### config.mk
export PLATFORM = sky130hd
export DESIGN_NAME = uart_tx_engine
export DESIGN_NICKNAME = d
export VERILOG_FILES = /design/src/rtl/uart_tx_engine.sv
export SDC_FILE = /design/constraint.sdc
export NUM_CORES = 1
export LEC_CHECK = 0
export BUFFER_PORTS_ARGS = -buffer_cell sky130_fd_sc_hd__buf_4
export CELL_PAD_IN_SITES_DETAIL_PLACEMENT = 1
export CELL_PAD_IN_SITES_GLOBAL_PLACEMENT = 1
export CORE_MARGIN = 1.5
export CORE_UTILIZATION = 40
export CTS_CLUSTER_SIZE = 10
export DETAILED_ROUTE_END_ITERATION = 8
export GPL_ROUTABILITY_DRIVEN = 0
export HOLD_SLACK_MARGIN = 0.08
export PLACE_DENSITY_LB_ADDON = 0.1
export REMOVE_ABC_BUFFERS = 1
export SLEW_MARGIN = 5
export SYNTH_ARGS = -nofsm -noshare
export SYNTH_HDL_FRONTEND = slang
export SYNTH_SLANG_ARGS = --single-unit
### constraint.sdc
create_clock -name clk -period 2.5 [get_ports clk]
set_input_delay 0.375 -clock clk [delete_from_list [all_inputs] [get_ports clk]]
set_output_delay 0.375 -clock clk [all_outputs]
set_load 0.02 [all_outputs]
### src/rtl/uart_tx_engine.sv
// uart_tx_engine
//   UART transmit serializer fed directly by the TX uart_fifo. When enabled and
//   the FIFO is non-empty it pops one byte (single-cycle registered rd_en),
//   then shifts out: start bit, DATA_BITS data bits LSB first, optional parity,
//   then one or two stop bits. Each bit lasts baud_div+1 clocks. The divider,
//   parity and stop settings are latched when the byte is loaded, so config
//   writes never disturb a frame already on the line.
//
//   Build option: define UART_TX_PARITY_EN to build the PARITY state. Without
//   it, parity_en/parity_odd are accepted but ignored (8N1 / 8N2 only).
//
// Ports
//   clk, rst_n   clock, asynchronous active-low reset
//   fifo_empty   TX FIFO empty flag
//   fifo_data    TX FIFO data_out, valid one clock after rd_en is sampled
//   fifo_rd_en   TX FIFO read enable, registered one-clock pulse
//   tx_enable    0 = finish the current frame, then fetch nothing more
//   baud_div     bit period minus one, in clocks
//   parity_en    insert a parity bit
//   parity_odd   1 = odd parity, 0 = even parity
//   stop2        1 = two stop bits, 0 = one
//   tx           serial line, idle high (registered)
//   busy         high in every state except IDLE
//   tx_done      one-clock pulse during the final clock of the last stop bit
module uart_tx_engine #(
  parameter int DATA_BITS = 8,
  parameter int DIV_WIDTH = 16
) (
  input  logic                 clk,
  input  logic                 rst_n,
  input  logic                 fifo_empty,
  input  logic [DATA_BITS-1:0] fifo_data,
  output logic                 fifo_rd_en,
  input  logic                 tx_enable,
  input  logic [DIV_WIDTH-1:0] baud_div,
  input  logic                 parity_en,
  input  logic                 parity_odd,
  input  logic                 stop2,
  output logic                 tx,
  output logic                 busy,
  output logic                 tx_done
);

  localparam int BW = (DATA_BITS > 1) ? $clog2(DATA_BITS) : 1;
  localparam logic [BW-1:0] LAST_BIT = BW'(DATA_BITS - 1);

`ifdef UART_TX_PARITY_EN
  typedef enum logic [2:0] {IDLE, FETCH, LOAD, START, DATA, PARITY, STOP} state_t;
`else
  typedef enum logic [2:0] {IDLE, FETCH, LOAD, START, DATA, STOP} state_t;
`endif

  state_t               state, state_n;
  logic [DIV_WIDTH-1:0] cnt, cnt_n;       // clocks left in the current bit
  logic [DIV_WIDTH-1:0] div_l, div_n;     // divider latched at LOAD
  logic [BW-1:0]        bit_cnt, bit_n;   // data bit index, reused as stop index
  logic [DATA_BITS-1:0] sh, sh_n;
  logic                 stop2_l, s2_n;
  logic                 tx_n, rd_n;
  logic                 tick;

`ifdef UART_TX_PARITY_EN
  logic [DATA_BITS-1:0] data_l, data_n;   // unshifted copy for the parity bit
  logic                 pen_l, pen_n;
  logic                 pod_l, pod_n;
`else
  logic                 unused_cfg;
  assign unused_cfg = parity_en ^ parity_odd;
`endif

  // Last clock of the current bit period.
  assign tick = (cnt == '0);
  assign busy = (state != IDLE);

  always_ff @(posedge clk or negedge rst_n) begin
    if (!rst_n) begin
      state      <= IDLE;
      cnt        <= '0;
      div_l      <= '0;
      bit_cnt    <= '0;
      sh         <= '0;
      stop2_l    <= 1'b0;
      tx         <= 1'b1;
      fifo_rd_en <= 1'b0;
`ifdef UART_TX_PARITY_EN
      data_l     <= '0;
      pen_l      <= 1'b0;
      pod_l      <= 1'b0;
`endif
    end else begin
      state      <= state_n;
      cnt        <= cnt_n;
      div_l      <= div_n;
      bit_cnt    <= bit_n;
      sh         <= sh_n;
      stop2_l    <= s2_n;
      tx         <= tx_n;
      fifo_rd_en <= rd_n;
`ifdef UART_TX_PARITY_EN
      data_l     <= data_n;
      pen_l      <= pen_n;
      pod_l      <= pod_n;
`endif
    end
  end

  // tx is registered: the value computed at a bit boundary is what the line
  // carries for the whole of the following bit period.
  always_comb begin
    state_n = state;
    cnt_n   = cnt;
    div_n   = div_l;
    bit_n   = bit_cnt;
    sh_n    = sh;
    s2_n    = stop2_l;
    tx_n    = tx;
    rd_n    = 1'b0;
    tx_done = 1'b0;
`ifdef UART_TX_PARITY_EN
    data_n  = data_l;
    pen_n   = pen_l;
    pod_n   = pod_l;
`endif
    case (state)
      IDLE: begin
        tx_n = 1'b1;
        if (tx_enable && !fifo_empty) begin
          rd_n    = 1'b1;
          state_n = FETCH;
        end
      end
      // rd_en drops here; FIFO data becomes valid during LOAD.
      FETCH: state_n = LOAD;
      LOAD: begin
        sh_n    = fifo_data;
        div_n   = baud_div;
        cnt_n   = baud_div;
        s2_n    = stop2;
        bit_n   = '0;
        tx_n    = 1'b0;
        state_n = START;
`ifdef UART_TX_PARITY_EN
        data_n  = fifo_data;
        pen_n   = parity_en;
        pod_n   = parity_odd;
`endif
      end
      START: begin
        if (tick) begin
          cnt_n   = div_l;
          tx_n    = sh[0];
          sh_n    = sh >> 1;
          state_n = DATA;
        end else begin
          cnt_n = cnt - DIV_WIDTH'(1);
        end
      end
      DATA: begin
        if (tick) begin
          cnt_n = div_l;
          if (bit_cnt == LAST_BIT) begin
            bit_n   = '0;
            tx_n    = 1'b1;
            state_n = STOP;
`ifdef UART_TX_PARITY_EN
            if (pen_l) begin
              tx_n    = (^data_l) ^ pod_l;
              state_n = PARITY;
            end
`endif
          end else begin
            bit_n = bit_cnt + BW'(1);
            tx_n  = sh[0];
            sh_n  = sh >> 1;
          end
        end else begin
          cnt_n = cnt - DIV_WIDTH'(1);
        end
      end
`ifdef UART_TX_PARITY_EN
      PARITY: begin
        if (tick) begin
          cnt_n   = div_l;
          tx_n    = 1'b1;
          state_n = STOP;
        end else begin
          cnt_n = cnt - DIV_WIDTH'(1);
        end
      end
`endif
      STOP: begin
        if (tick) begin
          cnt_n = div_l;
          if (stop2_l && bit_cnt == '0) begin
            bit_n = BW'(1);
          end else begin
            tx_done = 1'b1;
            bit_n   = '0;
            state_n = IDLE;
          end
        end else begin
          cnt_n = cnt - DIV_WIDTH'(1);
        end
      end
      default: state_n = IDLE;
    endcase
  end

endmodule

==> results.txt <==
Status: completed
Max transition margin: 56.0%
Core area: 0.00691 mm2
RSZ-0062 raised after global routing: yes
Worst Path Arrival: 2.11 ns
Crit start category: flip-flop
Commonest cells post-synth: nand2_1, dfrtp_1, clkbuf_1
Area grow syn2layout: 20.2%
Post-synthesis register bit count: 49
Leading area contributor after synthesis: dfrtp_1
Max Root-Sink Buffers: 2
Via density per instance: 5.66
Mapped Cells: 337
Netlist Area Pre-Place: 0.00289 mm2
Clock root cell: clkbuf_8
Final Power: 2.18 mW
DRT Pass-1 Iters: 4
Top cell type's share of synthesized area: 41.5%
Drt first-iter violations: 115
Final hold vios: 0
FF-to-FF setup slack: 0.24 ns
Min-Delay Path Class: input pin to asynchronous set/reset pin
Top-count cell post-synth: nand2_1
Syn Area/Cell: 8.58 um2
Largest net degree at the start of global routing: 50
Power Density: 626 mW/mm2
I/O Buffers: 32
Fraction of layout cells with a size suffix above 1: 22.2%
Number of core rows: 30
Drt total wl: 8550 um
Number of nets in the layout: 414
Maximum fanout along the worst path: 6
IO Pins: 35
Die area: 0.00775 mm2
Finished Layout Cells: 475
Hold-fix buffers, CTS: 0
Min cycle time layout: 2.49 ns
Slowest-stage cell, CP: or4_4
Critical path type: flip-flop to output port
Die H: 88.0 um
Cell area after layout: 0.00348 mm2
Grt total ovfl: 0
Setup-failing EPs final: 0
Crit path capture type: output port
Critical Path RT: 2.12 ns
Placed instance count: 459
H-Tree Depth: 2
GRT Util Overall: 23.5%
Post-synth EDFFs: 0
Worst Hold Slack: 0.0910 ns
ANT nets after route: 0
Ys Warns: 0
DR DRC count: 0
CTS tree: built
Max Clock Skew: 0.0104 ns
Synth unique cells: 51
Clk slew on worst S/H paths: 0.10 ns
Crit-path cells: or4_4 > nor4_4 > nand3_2 > nor2_4 > buf_6
Initial antenna violation count: 0
Slowest stage delay, CP: 0.55 ns
Placed cell areas: 0.00330 mm2
# clock sinks: 49
Top cells by area, synth: dfrtp_1, nand2_1, o22ai_1
Ys async rst share: 100%
FMAX: 402 MHz
Inserted Clock Buffers: 5
# fillers: 851
Seq/Total Area, Yosys: 42.4%
Synth Flop Type: dfrtp_1
First-pass GRT wire length: 14100 um
Chip Width: 88.0 um
Wire length per cell: 18.0 um
Initial core utilization: 41.9%
Pre-CTS setup slack: 0.243 ns
Setup WS post-layout: 0.0142 ns
Worst-Margin Slew: 0.660 ns
Via count: 2687
DP HPWL: 6000 um
Number of global-route vias before repair: 2852
Leak Pwr: 1.49 nW
Inserted Diodes: 0
VDD IR max: 0.237 mV
Max-slew violation count: 0
Max cap viols: 0
Skew-Pair Late Insertion Delay: 0.31 ns
Final cycle utilization of the critical path: 99.4%
==> final timing paths <==
| path | from | endpoint | cells after the start |
|---|---|---|---|
| hold / removal | rst_n | div_l[0]$_DFFE_PN0P_ | 1 |
| setup reg to reg | cnt[11]$_DFFE_PN0P_ | sh[3]$_DFFE_PN0P_ | 7 |
| max in group asynchronous | rst_n | cnt[3]$_DFFE_PN0P_ | 1 |
| hold reg to reg | div_l[2]$_DFFE_PN0P_ | div_l[2]$_DFFE_PN0P_ | 2 |
| setup / recovery | cnt[11]$_DFFE_PN0P_ | tx_done | 5 |
| min in group clk | stop2 | stop2_l$_DFFE_PN0P_ | 3 |
==> layout by cell type, fill, tap and decap left out, types with 7 or more instances in the layout <==
cell type / count
buf_4: 61
a21boi_0: 11
nor3_1: 10
nand2_1: 70
xnor2_1: 7
a221oi_1: 11
o22ai_1: 17
inv_1: 9
mux2i_1: 7
o21ai_0: 13
a21oi_1: 17
nor2_1: 20
dfrtp_1: 45
==> cell families (layout without fill, tap and decap cells) <==
| group | Yosys count | count (layout) | share of synthesized area [%] |
|---|---|---|---|
| AO/OA/AOI/OAI | 96 | 96 | 22.2 |
| flip-flops | 49 | 49 | 42.4 |
| XOR/XNOR | 8 | 8 | 2.42 |
| buffers and inverters | 37 | 79 | 5.36 |
| multiplexers | 8 | 8 | 2.81 |
| adder cells (fa/ha/maj) | 5 | 5 | 2.16 |
| AND/OR/NAND/NOR | 134 | 134 | 22.6 |
==> repair_timing <==
| action | CTS | global route |
|---|---|---|
| pin swaps | 2 | 3 |
| resized for setup | 2 | 7 |
| setup buffers | 4 | 4 |
| setup endpoints to repair | 1 | 1 |
==> metal layers <==
layer	track usage [%]	wire length, um	vias up
met5	0	0	-
met4	4.97	70	0
met3	3.96	209	6
met2	41.1	4330	34
met1	30.7	3940	1357
li1	-	-	1290
==> cell type report <==
| cell class | instances | area (um2) | share of cell area [%] |
|---|---|---|---|
| well taps | 96 | 120 | 3.45 |
| flip-flops and latches | 49 | 1230 | 35.4 |
| clock buffers | 8 | 90.1 | 2.59 |
| inverters | 9 | 33.8 | 0.971 |
| repair buffers | 62 | 469 | 13.5 |
| multi-input cells | 251 | 1530 | 44.1 |
==> registers in the layout (all words and copies together), names as in the netlist <==
| signal | count |
|---|---|
| tx | 1 |
| div_l | 16 |
| fifo_rd_en | 1 |
| stop2_l | 1 |
| cnt | 16 |
| state | 3 |
| bit_cnt | 3 |
| sh | 8 |
==> stage by stage <==
stage	utilization, %	TNS [ns]
floorplan	-	-0.00656
global placement	47.8	0
detailed placement	47.8	0
CTS	49.6	0
global route	50.4	-0.0681
finish	50.4	0
==> worst max-delay path: cells and delay by family (launching register included) <==
kind	cells	cell delay, ns
DFF	1	0.46
buffers and inverters	1	0.13
and+or+nand+nor	4	1.22
==> report_power, final <==
part / leakage (nW) / internal [mW] / switching [mW]
clock: 0.0455 / 0.227 / 0.273
sequential: 0.571 / 0.907 / 0.113
combinational: 0.868 / 0.325 / 0.332
No activity file was read; power rests on OpenSTA's default activity.
